===== src/rtl/dsp_frame_accum.sv =====
// ----------------------------------------------------------------------------
// dsp_frame_accum
//
// Sits directly behind the DSP multiply-add block. Sums FRAME_LEN consecutive
// valid 48-bit signed P results into one ACC_W-bit signed frame sum, with
// optional saturation. Completed frame sums are queued in a 2-entry FIFO and
// drained over a valid/ready port.
//
// Parameters
//   ACC_W      accumulator/result width (signed), must be >= 49
//   FRAME_LEN  samples per frame, 2..256
//   SATURATE   1: clamp to signed ACC_W min/max on overflow; 0: wrap
//
// Ports
//   clk        clock, all state updates on posedge
//   rst_n      asynchronous active-low reset
//   p_in       DSP P result, signed two's complement
//   p_valid    p_in carries a sample this cycle (no back-pressure)
//   clr        sync clear: drop partial frame, clear drop_err (FIFO kept)
//   res_data   head-of-FIFO frame sum
//   res_sat    head result saturated (SATURATE=1) or wrapped (SATURATE=0)
//   res_valid  FIFO not empty
//   res_ready  consumer accepts head when res_valid & res_ready
//   busy       partial frame in progress
//   drop_err   sticky: completed frame lost because FIFO was full
// ----------------------------------------------------------------------------
module dsp_frame_accum #(
    parameter int ACC_W     = 56,
    parameter int FRAME_LEN = 8,
    parameter bit SATURATE  = 1'b1
) (
    input  logic             clk,
    input  logic             rst_n,
    input  logic [47:0]      p_in,
    input  logic             p_valid,
    input  logic             clr,
    output logic [ACC_W-1:0] res_data,
    output logic             res_sat,
    output logic             res_valid,
    input  logic             res_ready,
    output logic             busy,
    output logic             drop_err
);

    localparam int CNT_W = (FRAME_LEN > 2) ? $clog2(FRAME_LEN) : 1;
    localparam logic [CNT_W-1:0] LAST_CNT = CNT_W'(FRAME_LEN - 1);
    localparam logic [ACC_W-1:0] ACC_MAX  = {1'b0, {(ACC_W-1){1'b1}}};
    localparam logic [ACC_W-1:0] ACC_MIN  = {1'b1, {(ACC_W-1){1'b0}}};

    typedef enum logic {
        S_IDLE  = 1'b0,
        S_ACCUM = 1'b1
    } state_t;

    // Frame accumulator state
    state_t            r_state;
    logic [ACC_W-1:0]  r_acc;
    logic [CNT_W-1:0]  r_cnt;
    logic              r_sat;

    state_t            w_state_nxt;
    logic [ACC_W-1:0]  w_acc_nxt;
    logic [CNT_W-1:0]  w_cnt_nxt;
    logic              w_sat_nxt;
    logic              w_push;

    // Adder / overflow
    logic [ACC_W:0]    w_sum;
    logic              w_ovf;
    logic [ACC_W-1:0]  w_sum_fix;

    // Result FIFO
    logic [ACC_W-1:0]  r_fifo_data [2];
    logic              r_fifo_sat  [2];
    logic              r_wr_ptr;
    logic              r_rd_ptr;
    logic [1:0]        r_fifo_cnt;
    logic              r_drop_err;

    logic              w_pop;
    logic              w_full;
    logic              w_wr_en;
    logic              w_drop;

    // One guard bit above ACC_W: overflow shows up as a disagreement between
    // the guard bit and the ACC_W sign bit.
    assign w_sum = {r_acc[ACC_W-1], r_acc} + {{(ACC_W+1-48){p_in[47]}}, p_in};
    assign w_ovf = w_sum[ACC_W] ^ w_sum[ACC_W-1];

    always_comb begin
        w_sum_fix = w_sum[ACC_W-1:0];
        if (w_ovf && SATURATE) begin
            w_sum_fix = w_sum[ACC_W] ? ACC_MIN : ACC_MAX;
        end
    end

    // ------------------------------------------------------------------
    // FSM: state register
    // ------------------------------------------------------------------
    always_ff @(posedge clk or negedge rst_n) begin
        if (!rst_n) begin
            r_state <= S_IDLE;
            r_acc   <= '0;
            r_cnt   <= '0;
            r_sat   <= 1'b0;
        end else begin
            r_state <= w_state_nxt;
            r_acc   <= w_acc_nxt;
            r_cnt   <= w_cnt_nxt;
            r_sat   <= w_sat_nxt;
        end
    end

    // ------------------------------------------------------------------
    // FSM: next state / datapath. clr has priority over any sample, so a
    // final sample arriving with clr is never pushed.
    // ------------------------------------------------------------------
    always_comb begin
        w_state_nxt = r_state;
        w_acc_nxt   = r_acc;
        w_cnt_nxt   = r_cnt;
        w_sat_nxt   = r_sat;
        w_push      = 1'b0;

        if (clr) begin
            w_state_nxt = S_IDLE;
            w_acc_nxt   = '0;
            w_cnt_nxt   = '0;
            w_sat_nxt   = 1'b0;
        end else if (p_valid) begin
            case (r_state)
                S_IDLE: begin
                    // r_acc is zero here, so w_sum is just sext(p_in)
                    w_state_nxt = S_ACCUM;
                    w_acc_nxt   = w_sum_fix;
                    w_cnt_nxt   = CNT_W'(1);
                    w_sat_nxt   = w_ovf;
                end
                S_ACCUM: begin
                    if (r_cnt == LAST_CNT) begin
                        w_push      = 1'b1;
                        w_state_nxt = S_IDLE;
                        w_acc_nxt   = '0;
                        w_cnt_nxt   = '0;
                        w_sat_nxt   = 1'b0;
                    end else begin
                        w_acc_nxt = w_sum_fix;
                        w_cnt_nxt = r_cnt + CNT_W'(1);
                        w_sat_nxt = r_sat | w_ovf;
                    end
                end
                default: begin
                    w_state_nxt = S_IDLE;
                end
            endcase
        end
    end

    // ------------------------------------------------------------------
    // Result FIFO. A pop frees the slot before the push in the same cycle,
    // so a full FIFO only drops when nothing is being read.
    // ------------------------------------------------------------------
    assign w_pop   = (r_fifo_cnt != 2'd0) && res_ready;
    assign w_full  = (r_fifo_cnt == 2'd2);
    assign w_wr_en = w_push && (!w_full || w_pop);
    assign w_drop  = w_push && w_full && !w_pop;

    always_ff @(posedge clk or negedge rst_n) begin
        if (!rst_n) begin
            for (int unsigned i = 0; i < 2; i++) begin
                r_fifo_data[i] <= '0;
                r_fifo_sat[i]  <= 1'b0;
            end
            r_wr_ptr   <= 1'b0;
            r_rd_ptr   <= 1'b0;
            r_fifo_cnt <= '0;
        end else begin
            if (w_wr_en) begin
                r_fifo_data[r_wr_ptr] <= w_sum_fix;
                r_fifo_sat[r_wr_ptr]  <= r_sat | w_ovf;
                r_wr_ptr              <= ~r_wr_ptr;
            end
            if (w_pop) begin
                r_rd_ptr <= ~r_rd_ptr;
            end
            case ({w_wr_en, w_pop})
                2'b10:   r_fifo_cnt <= r_fifo_cnt + 2'd1;
                2'b01:   r_fifo_cnt <= r_fifo_cnt - 2'd1;
                default: r_fifo_cnt <= r_fifo_cnt;
            endcase
        end
    end

    always_ff @(posedge clk or negedge rst_n) begin
        if (!rst_n) begin
            r_drop_err <= 1'b0;
        end else if (clr) begin
            r_drop_err <= 1'b0;
        end else if (w_drop) begin
            r_drop_err <= 1'b1;
        end
    end

    assign res_data  = r_fifo_data[r_rd_ptr];
    assign res_sat   = r_fifo_sat[r_rd_ptr];
    assign res_valid = (r_fifo_cnt != 2'd0);
    assign busy      = (r_state == S_ACCUM);
    assign drop_err  = r_drop_err;

endmodule


===== config.mk =====
export PLATFORM = sky130hd
export DESIGN_NAME = dsp_frame_accum
export DESIGN_NICKNAME = d
export VERILOG_FILES = /design/src/rtl/dsp_frame_accum.sv
export SDC_FILE = /design/constraint.sdc
export NUM_CORES = 1
export LEC_CHECK = 0
export CAP_MARGIN = 20
export CORE_MARGIN = 4
export CORE_UTILIZATION = 45
export CTS_CLUSTER_DIAMETER = 120
export DETAILED_ROUTE_END_ITERATION = 8
export DONT_BUFFER_PORTS = 1
export HOLD_SLACK_MARGIN = 0.08
export PLACE_DENSITY = 0.64
export SLEW_MARGIN = 20
export SYNTH_ARGS = -nofsm -noshare
export SYNTH_HDL_FRONTEND = slang
export SYNTH_SLANG_ARGS = --single-unit

===== constraint.sdc =====
create_clock -name clk -period 6.9 [get_ports clk]
set_clock_uncertainty 0.1 [all_clocks]
set_input_delay 0.69 -clock clk [delete_from_list [all_inputs] [get_ports clk]]
set_output_delay 0.69 -clock clk [all_outputs]
set_load 0.05 [all_outputs]

==> flow_summary_export.csv, run 1 <==
group,metric,value,unit
floorplan,dieHeight,165,um
worst_setup_path,slowest_cell_on_the_critical_path,"sky130_fd_sc_hd__nor3_4",
clock_network,ctsLongestPathBuffers,2,
floorplan,num_rows,57,
timing,timing_hold_violations_final,0,
worst_setup_path,reg2reg_to,"r_acc[25]",
run,max-cap-violations,0,
worst_setup_path,critical_path.cell_chain,"ha_1 > nand4_1 > nor3_1 > nand4_1 > o31ai_1 > o211ai_1 > a31oi_1 > o21ai_2 > nor3_4 > buf_4 > nand2_1 > o211ai_1",
synth,yosys-top-cells-area,"sky130_fd_sc_hd__dfrtp_1 41%, sky130_fd_sc_hd__mux2_2 11%, sky130_fd_sc_hd__ha_1 6.7%, sky130_fd_sc_hd__nand2_1 5.2%, sky130_fd_sc_hd__o21ai_0 4.7%",
routing,wl_per_cell,21.3,um
timing,finalSetupViolations,0,
routing,drt-total-wl,30.9,mm
global_route,grt.total_usage,0.231,
synth,seq_area_frac_synth,0.407,
timing,fin_setup_tns,0,ps
placed_design,place.port_buffers,0,
worst_setup_path,critical_path.max_stage_delay,750,ps
status,result_of_the_run,"finished clean",
synth,simple_gate_share_of_the_synthesized_area,0.121,
timing,tightest_pin_transition,953,ps
placed_design,place.detailed.hpwl,21.8,mm
worst_setup_path,ff2ff_setup_slack,2220,ps
clock_network,clkSinkCount,180,
clock_network,post_cts_resize_count,0,
clock_network,cts_inserted_buffers,17,
clock_network,cts_setup_buffers,0,
power,ir_worst_vdd,0.180,mV
clock_network,clk_latency,440,ps
global_route,grt_antenna_before_repair,0,
clock_network,cts_hold_buffers,1,
cells_and_area,layout_cell_area_excl_fill,11900,um2
timing,relSlewSlack,0.365,
worst_setup_path,criticalPathCategory,"reg2reg",
synth,synth_area_leader_cell,"sky130_fd_sc_hd__dfrtp_1",
synth,synth.ff_latch_count,180,
timing,slew_violations,0,
placed_design,preCtsSetupSlack,2000,ps
synth,synth-compound-area-share,0.208,
power,powerDensity,438,nW/um2
timing,setup_slack,2220,ps
timing,rsz_0062_raised_after_global_routing,"false",
timing,fin_crit,4680,ps
synth,postSynth.asyncResetShare,1.00,
worst_hold_path,min_path_type,"in2async",
synth,netlist_top_cells_count,"180 x sky130_fd_sc_hd__dfrtp_1, 153 x sky130_fd_sc_hd__nand2_1, 106 x sky130_fd_sc_hd__mux2_2",
synth,synth_area_in_xor_xnor,0.0451,
synth,yosys.cell_types.count,64,
worst_setup_path,path_delay_family,"simple AND/OR/NAND/NOR gates",
synth,main_synth_ff_type,"sky130_fd_sc_hd__dfrtp_1",
floorplan,boundaryPins,113,
floorplan,core,24200,um2
routing,drcViolationCount,0,
synth,synth.cell_area,11100,um2
cells_and_area,layout-drive-gt1-share,0.148,
clock_network,clk_pin_slew,80,ps
worst_setup_path,cp_max_fo,26,
synth,main_combinational_cell_family_by_area_after_synthesis,"compound AO/OA/AOI/OAI gates",
global_route,gr-total-overflow,0,
clock_network,cts_max_level,4,
placed_design,routabilityCongestion,0.951,
cells_and_area,finalCoreUtilization,0.493,
synth,synth.area.mux_share,0.108,
routing,detail_route.iter0.violations,706,
clock_network,cts_tree,"yes",
routing,num_vias,8813,
placed_design,placed_cell_area,11300,um2
routing,detail_route.vias_per_cell,6.08,
worst_setup_path,r2r_start,"r_acc[21]",
synth,yosys.cell_count.top_type,"sky130_fd_sc_hd__dfrtp_1",
cells_and_area,syn2layout_area_growth,7.89,%
worst_setup_path,crit_buf_inv,1,
floorplan,starting_density,0.457,
global_route,grt_first_pass_wirelength,48.8,mm
synth,synth_enable_flop_cells,0,
synth,synth.net_count,1259,
worst_setup_path,crit_required,7130,ps
routing,postRouteAntennaNets,0,
synth,yosys.area_share.adder,0.0820,
synth,synth_top_area_frac,0.407,
cells_and_area,fill_cells,2282,
timing,final.period_utilization,0.679,
cells_and_area,antenna_cells_inserted,0,
power,static_leakage_power,5.47,nW
global_route,grt_start_max_net_pins,181,
synth,synth_cells,1146,
clock_network,root_driver,"sky130_fd_sc_hd__clkbuf_16",
cells_and_area,finalNetCount,1226,
worst_setup_path,cp-end-kind,"flip-flop",
timing,fmax,0.214,GHz
worst_setup_path,crit_path_start_kind,"flip-flop",
routing,drtPass1Iterations,7,
synth,synth_warnings,0,
global_route,number_of_global_route_vias_before_repair,8573,
floorplan,die_w,165,um
synth,post_syn_area_per_cell,9.66,um2
floorplan,die_area,27200,um2
worst_setup_path,reg2regPathDepth,12,
worst_setup_path,cp.arrival,4920,ps
-- worst max path at each step --
stage | slack, ps | endpoint | from | depth (start not counted)
final | 2220 | r_acc[25] | r_acc[21] | 12
after global routing | 1860 | r_acc[25] | r_acc[21] | 12
after CTS | 2240 | r_acc[25] | r_acc[21] | 12
after detailed placement | 2000 | r_acc[27] | p_in[16] | 12
after global placement | 1940 | r_acc[25] | p_in[21] | 12
after floorplan | 3060 | r_fifo_data[3] | p_in[0] | 14
-- cell usage in the layout, fill, tap and decap left out, types with 5 or more instances in the layout --
| cell type | synthesis | final |
|---|---|---|
| sky130_fd_sc_hd__a31oi_1 | 16 | 16 |
| sky130_fd_sc_hd__a21oi_1 | 76 | 75 |
| sky130_fd_sc_hd__maj3_1 | 15 | 15 |
| sky130_fd_sc_hd__nand2_1 | 153 | 153 |
| sky130_fd_sc_hd__nand4_1 | 15 | 15 |
| sky130_fd_sc_hd__a221o_1 | 37 | 37 |
| sky130_fd_sc_hd__o21ai_1 | 15 | 14 |
| sky130_fd_sc_hd__nor2_1 | 57 | 55 |
| sky130_fd_sc_hd__xnor2_1 | 30 | 30 |
| sky130_fd_sc_hd__o211ai_1 | 16 | 16 |
| sky130_fd_sc_hd__nand3_1 | 8 | 8 |
| sky130_fd_sc_hd__o21bai_1 | 8 | 8 |
| sky130_fd_sc_hd__o21ai_0 | 104 | 104 |
| sky130_fd_sc_hd__ha_1 | 59 | 59 |
| sky130_fd_sc_hd__mux2_2 | 106 | 106 |
| sky130_fd_sc_hd__xor2_1 | 27 | 27 |
| sky130_fd_sc_hd__o21a_1 | 21 | 21 |
| sky130_fd_sc_hd__buf_4 | 0 | 9 |
| sky130_fd_sc_hd__clkbuf_16 | 0 | 17 |
| sky130_fd_sc_hd__nand2b_1 | 8 | 7 |
| sky130_fd_sc_hd__o31ai_1 | 8 | 8 |
| sky130_fd_sc_hd__nor3_1 | 17 | 17 |
| sky130_fd_sc_hd__nor2b_1 | 5 | 5 |
| sky130_fd_sc_hd__a21o_1 | 24 | 24 |
| sky130_fd_sc_hd__inv_1 | 12 | 12 |
| sky130_fd_sc_hd__and2_1 | 5 | 5 |
| sky130_fd_sc_hd__and3_1 | 7 | 7 |
| sky130_fd_sc_hd__dfrtp_1 | 180 | 179 |
-- where the power goes --
group	leakage [nW]	internal [mW]	switching (mW)
registers	2.42	1.23	0.141
clock network	0.287	0.550	0.465
logic	2.76	1.03	1.82
total	5.47	2.80	2.43
-- logic make-up (layout without fill, tap and decap cells) --
group / Yosys count / after routing
adders and majority gates: 75 / 75
DFF: 180 / 180
AOI/OAI and AO/OA: 357 / 357
xor gates and xnor gates: 57 / 57
buffers and inverters: 75 / 55
and+or+nand+nor: 296 / 296
muxes: 106 / 106
-- metal layers --
metal	vias to the layer above	GRT usage	wire length, um
li1	4151	-	-
met1	4334	0.319	13900
met2	284	0.359	13900
met3	44	0.0626	2560
met4	0	0.0643	581
met5	-	0	0
-- cell type report --
cell class / count / area [um2] / share of cell area
sequential: 180 / 4510 / 0.377
clock inverter: 14 / 151 / 0.0127
timing repair buffer: 11 / 123 / 0.0103
clock buffer: 18 / 439 / 0.0368
inverter: 12 / 45.0 / 0.00377
multi-input combinational: 891 / 6280 / 0.525
tap: 324 / 405 / 0.0339
-- flip-flops by register name (all words and copies together), names as in the netlist --
signal / flops
r_fifo_data: 112
r_fifo_cnt: 2
busy: 1
r_fifo_sat: 2
r_acc: 56
drop_err: 1
r_wr_ptr: 1
r_sat: 1
r_cnt: 3
r_rd_ptr: 1
-- worst reg2reg max path, cell delays in order (launching register included) --
cell                       delay [ps]
sky130_fd_sc_hd__dfrtp_1          420
sky130_fd_sc_hd__ha_1             440
sky130_fd_sc_hd__nand4_1          180
sky130_fd_sc_hd__nor3_1           380
sky130_fd_sc_hd__nand4_1          150
sky130_fd_sc_hd__o31ai_1          440
sky130_fd_sc_hd__o211ai_1         190
sky130_fd_sc_hd__a31oi_1          300
sky130_fd_sc_hd__o21ai_2          270
sky130_fd_sc_hd__nor3_4           750
sky130_fd_sc_hd__buf_4            460
sky130_fd_sc_hd__nand2_1          310
sky130_fd_sc_hd__o211ai_1         210
-- per-stage QoR --
step,hold WS [ps],total power [mW],instances
finish,155,5.23,1450
global route,197,5.58,1450
CTS,198,5.21,1449
detailed placement,302,4.15,1416
global placement,303,4.14,1416
floorplan,294,3.48,1146
(Power assumes the default switching activity.)
==> inputs of run 2 (changes only) <==
==> constraint.sdc (replaced) <==
create_clock -name clk -period 4.7 [get_ports clk]
set_clock_uncertainty 0.1 [all_clocks]
set_input_delay 0.47 -clock clk [delete_from_list [all_inputs] [get_ports clk]]
set_output_delay 0.47 -clock clk [all_outputs]
set_load 0.05 [all_outputs]
==> run 2 against run 1 <==
- the flow now finishes with violations (hold timing)
- non-clock buffer count increased by 9
- global-route usage up 0.27 points
- critical path depth is the same
- worst setup slack worse by 1800 ps
- largest cell class unchanged
- highest routed layer unchanged
- first-iteration DRC count up 8.9%
- worst hold slack lost 530 ps
- sequential share of layout area decreased by 0.099 points
- combinational power grew 47%
==> flow_summary_export.csv, run 2 (synthesized netlist as in run 1, its figures left out) <==
group,metric,value,unit
global_route,gr-total-overflow,0,
power,internal_power,4.15,mW
clock_network,clkSinkCount,180,
global_route,number_of_global_route_vias_before_repair,8723,
cells_and_area,largest_register_ff_count,112,
routing,drtPass1Iterations,5,
timing,rsz_0062_raised_after_global_routing,"false",
routing,postRouteAntennaNets,0,
worst_setup_path,ff2ff_setup_slack,400,ps
timing,fmax,0.233,GHz
power,comb_power_share,0.544,
global_route,grt_start_max_net_pins,181,
cells_and_area,biggest_register,"r_fifo_data",
routing,drcViolationCount,0,
routing,num_vias,8814,
worst_setup_path,criticalPathCategory,"reg2reg",
clock_network,clk_latency,440,ps
clock_network,ctsLongestPathBuffers,2,
timing,hold-worst-slack,-377,ps
routing,detail_route.vias_per_cell,6.05,
cells_and_area,mostFrequentLayoutCell,"sky130_fd_sc_hd__dfrtp_1",
status,result_of_the_run,"complete, but fails checks",
power,static_leakage_power,5.49,nW
cells_and_area,syn2layout_area_growth,8.17,%
worst_hold_path,min_path_type,"in2async",
placed_design,routabilityCongestion,0.915,
power,share_seq_of_total_power,0.267,
timing,relSlewSlack,0.260,
clock_network,cts_setup_buffers,0,
routing,drt-total-wl,31.4,mm
worst_setup_path,cp_max_fo,25,
floorplan,num_rows,57,
placed_design,place_inst,1424,
global_route,grt_first_pass_wirelength,49.6,mm
routing,wl_per_cell,21.6,um
timing,timing_hold_violations_final,180,
power,powerDensity,642,nW/um2
power,power_switching,3.54,mW
floorplan,starting_density,0.457,
worst_setup_path,cp.arrival,4570,ps
placed_design,place.port_buffers,0,
run,max-cap-violations,0,
clock_network,root_driver,"sky130_fd_sc_hd__clkbuf_16",
worst_setup_path,cp-end-kind,"flip-flop",
power,clock_power_share,0.190,
cells_and_area,finalNetCount,1235,
timing,slew_violations,0,
timing,fin_setup_tns,0,ps
clock_network,clk_pin_slew,70,ps
global_route,grt.total_usage,0.234,
power,swShare,0.460,
placed_design,place.detailed.hpwl,22.3,mm
floorplan,die_w,165,um
cells_and_area,layout-drive-gt1-share,0.150,
cells_and_area,antenna_cells_inserted,0,
timing,fin_crit,4300,ps
worst_setup_path,crit_required,4980,ps
floorplan,boundaryPins,113,
clock_network,cts_inserted_buffers,17,
power,ir_worst_vdd,0.261,mV
global_route,grt_antenna_before_repair,0,
timing,finalSetupViolations,0,
cells_and_area,top_regs,"r_fifo_data x112, r_acc x56, r_cnt x3",
clock_network,cts_max_level,4,
clock_network,cts_hold_buffers,2,
worst_setup_path,crit_path_start_kind,"flip-flop",
timing,tightest_pin_transition,1110,ps
floorplan,core,24200,um2
timing,final.period_utilization,0.914,
routing,detail_route.iter0.violations,769,
clock_network,cts_tree,"yes",
floorplan,die_area,27200,um2
cells_and_area,final_standard_cell_count_with_taps_included_and_fillers_excluded,1457,
floorplan,dieHeight,165,um
cells_and_area,layout_common_cells,"179 x sky130_fd_sc_hd__dfrtp_1, 153 x sky130_fd_sc_hd__nand2_1, 106 x sky130_fd_sc_hd__mux2_2, 104 x sky130_fd_sc_hd__o21ai_0, 76 x sky130_fd_sc_hd__a21oi_1",
status,failed_checks,"hold timing",
clock_network,post_cts_resize_count,0,
-- run 2: cell count changes in the layout (fill, tap and decap cells not counted), moves of 2 or more --
cell                            before  now
sky130_fd_sc_hd__dlygate4sd3_1       0    2
sky130_fd_sc_hd__inv_6               3    1
sky130_fd_sc_hd__buf_4               9   17
sky130_fd_sc_hd__clkinv_2            4    2
-- run 2: metrics by stage --
stage	util	setup WS (ps)	hold WS [ps]	cell area, um2	power, mW
2_1_floorplan	-	1080	74.4	11100	5.10
3_3_place_gp	0.468	323	82.3	11300	6.14
3_5_place_dp	0.468	280	80.5	11300	6.16
4_1_cts	0.493	309	-386	11900	7.64
5_1_grt	0.494	128	-394	12000	8.17
6_report	0.494	404	-377	12000	7.69
-- run 2: layout make-up --
| cell class | count | area, um2 |
|---|---|---|
| clock buffer | 19 | 453 |
| clock inverter | 11 | 129 |
| fill | 2272 | 12300 |
| inverter | 12 | 45.0 |
| multi-input combinational | 891 | 6260 |
| sequential | 180 | 4510 |
| tap | 324 | 405 |
| timing repair buffer | 20 | 175 |
-- run 2: worst paths after layout --
path / cells after the start / startpoint / endpoint
max: 12 / r_acc[3] / r_acc[46]
min: 0 / rst_n / r_fifo_data[15]
max reg2reg: 12 / r_acc[3] / r_acc[46]
min reg2reg: 2 / r_fifo_data[13] / r_fifo_data[13]
max in group asynchronous: 0 / rst_n / r_acc[17]
min in group clk: 2 / p_valid / r_cnt[1]
-- run 2: critical path, cell delays in order (launching register included) --
cell and delay [ps]:
sky130_fd_sc_hd__dfrtp_1 390, sky130_fd_sc_hd__ha_1 330, sky130_fd_sc_hd__nand2_1 100, sky130_fd_sc_hd__o311ai_1 500, sky130_fd_sc_hd__a21bo_1 220, sky130_fd_sc_hd__and4b_1 260, sky130_fd_sc_hd__o211ai_1 140, sky130_fd_sc_hd__a211o_1 360
sky130_fd_sc_hd__and3_4 210, sky130_fd_sc_hd__or2_1 380, sky130_fd_sc_hd__nor3_4 610, sky130_fd_sc_hd__buf_4 430, sky130_fd_sc_hd__a221o_1 170
-- run 2: metal layers --
layer  wire [um]  vias to the layer above  GRT usage
met5           0                        -          0
li1            -                     4155          -
met1       13900                     4285      0.325
met2       14100                      328      0.360
met4         724                        0     0.0658
met3        2670                       46     0.0621
-- run 2: power by group through the flow --
stage / registers [mW] / clock network [mW] / logic (mW)
floorplan: 1.94 / 0 / 3.16
global placement: 2.07 / 0 / 4.07
detailed placement: 2.07 / 0 / 4.09
CTS: 2.05 / 1.48 / 4.12
global route: 2.08 / 1.53 / 4.56
finish: 2.05 / 1.46 / 4.18
==> inputs of run 3 (changes only) <==
--- a/config.mk
+++ b/config.mk
@@ -6,7 +6,7 @@
 export NUM_CORES = 1
 export LEC_CHECK = 0
 export CAP_MARGIN = 20
-export CORE_MARGIN = 4
+export CORE_MARGIN = 8
 export CORE_UTILIZATION = 45
 export CTS_CLUSTER_DIAMETER = 120
 export DETAILED_ROUTE_END_ITERATION = 8
==> constraint.sdc (replaced) <==
create_clock -name clk -period 4.7 [get_ports clk]
set_clock_uncertainty 0.1 [all_clocks]
set_input_delay 0.94 -clock clk [delete_from_list [all_inputs] [get_ports clk]]
set_output_delay 0.94 -clock clk [all_outputs]
set_load 0.05 [all_outputs]
==> run 3 against run 2 <==
- die area grew 9.9%
- the flow now finishes without violations
- clock power is essentially flat
- via count grew 2.0%
==> flow_summary_export.csv, run 3 (synthesized netlist as in run 1, its figures left out) <==
group,metric,value,unit
status,result_of_the_run,"finished clean",
routing,drtPass1Iterations,8,
clock_network,clkSinkCount,180,
power,swShare,0.454,
timing,relSlewSlack,0.277,
cells_and_area,finalNetCount,1272,
floorplan,dieHeight,173,um
routing,detail_route.vias_per_cell,6.01,
global_route,number_of_global_route_vias_before_repair,8918,
placed_design,place.detailed.hpwl,23.5,mm
routing,detail_route.iter0.violations,883,
cells_and_area,mostFrequentLayoutCell,"sky130_fd_sc_hd__dfrtp_1",
floorplan,die_w,173,um
floorplan,die_area,29900,um2
global_route,grt_most_used_layer,"met2",
placed_design,preCtsSetupSlack,-36.4,ps
clock_network,cts_tree,"yes",
clock_network,post_cts_resize_count,0,
worst_setup_path,criticalPathCategory,"in2reg",
worst_setup_path,crit_required,4890,ps
cells_and_area,top_regs,"r_fifo_data x112, r_acc x56, r_cnt x3",
cells_and_area,biggest_register,"r_fifo_data",
timing,fin_crit,4130,ps
timing,rsz_0062_raised_after_global_routing,"false",
global_route,grt_first_pass_wirelength,51.6,mm
cells_and_area,fill_cells,2285,
floorplan,num_rows,57,
power,ir_worst_vdd,0.256,mV
timing,timing_hold_violations_final,0,
floorplan,starting_density,0.457,
run,max-cap-violations,0,
power,comb_power_share,0.561,
worst_setup_path,crit_path_start_kind,"primary input",
timing,final.period_utilization,0.878,
routing,wl_per_cell,21.7,um
clock_network,clk_pin_slew,70,ps
power,static_leakage_power,5.69,nW
cells_and_area,layout_common_cells,"179 x sky130_fd_sc_hd__dfrtp_1, 153 x sky130_fd_sc_hd__nand2_1, 106 x sky130_fd_sc_hd__mux2_2, 104 x sky130_fd_sc_hd__o21ai_0, 76 x sky130_fd_sc_hd__a21oi_1",
placed_design,place.port_buffers,0,
power,total_power,7.89,mW
global_route,met3_routing_resource_usage_after_global_routing,0.0566,
routing,drcViolationCount,0,
clock_network,cts_max_level,4,
cells_and_area,largest_register_ff_count,112,
power,internal_power,4.31,mW
power,power_switching,3.58,mW
floorplan,core,24200,um2
cells_and_area,layout-drive-gt1-share,0.179,
placed_design,placed_cell_area,11700,um2
routing,num_vias,8986,
clock_network,root_driver,"sky130_fd_sc_hd__clkbuf_16",
power,powerDensity,641,nW/um2
global_route,grt.total_usage,0.216,
timing,setup_slack,572,ps
timing,finalSetupViolations,0,
clock_network,cts_inserted_buffers,17,
placed_design,routabilityCongestion,0.933,
clock_network,ctsLongestPathBuffers,2,
worst_setup_path,cp.arrival,4320,ps
clock_network,clk_latency,440,ps
timing,fmax,0.242,GHz
cells_and_area,finalCoreUtilization,0.508,
global_route,gr-usage-met2,0.334,
cells_and_area,syn2layout_area_growth,11.2,%
routing,postRouteAntennaNets,0,
timing,slew_violations,0,
global_route,met1_usage,0.294,
routing,drt-total-wl,32.4,mm
floorplan,boundaryPins,113,
global_route,gr-total-overflow,0,
cells_and_area,layout_cell_area_excl_fill,12300,um2
timing,fin_setup_tns,0,ps
power,share_seq_of_total_power,0.258,
global_route,grt_antenna_before_repair,0,
cells_and_area,antenna_cells_inserted,0,
worst_setup_path,cp_max_fo,18,
power,clock_power_share,0.182,
worst_hold_path,min_path_type,"in2async",
global_route,grt_start_max_net_pins,181,
worst_setup_path,cp-end-kind,"flip-flop",
timing,tightest_pin_transition,1080,ps
-- run 3: layer usage --
| metal | up-vias | share of wire |
|---|---|---|
| li1 | 4252 | - |
| met1 | 4355 | 0.46 |
| met2 | 336 | 0.44 |
| met3 | 43 | 0.078 |
| met4 | 0 | 0.020 |
| met5 | - | 0 |
-- run 3: what timing repair did --
| item | 4_1_cts | 5_1_grt |
|---|---|---|
| buffers inserted | 0 | 0 |
| endpoints found under the setup margin | 0 | 0 |
| hold buffers | 0 | 1 |
| hold endpoints to repair | 0 | 13 |
-- run 3: through the flow --
stage | hold slack [ps] | cells
6_report | 101 | 1496
3_5_place_dp | 364 | 1460
5_1_grt | 84.0 | 1496
4_1_cts | 86.8 | 1492
2_1_floorplan | 343 | 1146
3_3_place_gp | 355 | 1460
-- run 3: final cells by class --
cell class / count / area, um2 / area share
Sequential cell: 180 / 4510 / 0.366
Tap cell: 324 / 405 / 0.0329
Inverter: 12 / 45.0 / 0.00366
Timing Repair Buffer: 57 / 499 / 0.0406
Clock inverter: 12 / 119 / 0.00966
Multi-Input combinational cell: 891 / 6270 / 0.509
Clock buffer: 20 / 467 / 0.0379
-- run 3: path summary, 6_finish.rpt --
path	from	to	slack, ps	depth (start not counted)
setup reg to reg	r_acc[0]	r_fifo_data[84]	680	14
hold / removal	rst_n	r_fifo_data[13]	100	0
hold reg to reg	r_fifo_data[14]	r_fifo_data[14]	370	2
setup / recovery	p_in[0]	r_fifo_data[84]	570	14
min in group clk	r_fifo_data[14]	r_fifo_data[14]	370	2
max in group asynchronous	rst_n	r_acc[12]	3250	1
-- run 3: power groups by stage --
stage	clock network [mW]	logic (mW)	registers, mW
after detailed placement	0	4.32	2.05
after CTS	1.46	4.36	2.03
final	1.43	4.43	2.03
after global routing	1.51	4.82	2.06
after floorplan	0	3.16	1.94
after global placement	0	4.30	2.05
-- run 3: critical path: stages --
cell	delay, ps
sky130_fd_sc_hd__ha_1	220
sky130_fd_sc_hd__fa_1	410
sky130_fd_sc_hd__a21oi_1	190
sky130_fd_sc_hd__o21ai_0	190
sky130_fd_sc_hd__a21oi_1	390
sky130_fd_sc_hd__o31ai_1	200
sky130_fd_sc_hd__o211ai_1	230
sky130_fd_sc_hd__a31oi_1	140
sky130_fd_sc_hd__o21ai_1	280
sky130_fd_sc_hd__buf_4	280
sky130_fd_sc_hd__nor3_4	80
sky130_fd_sc_hd__buf_4	230
sky130_fd_sc_hd__o21ai_0	390
sky130_fd_sc_hd__o21ai_0	130
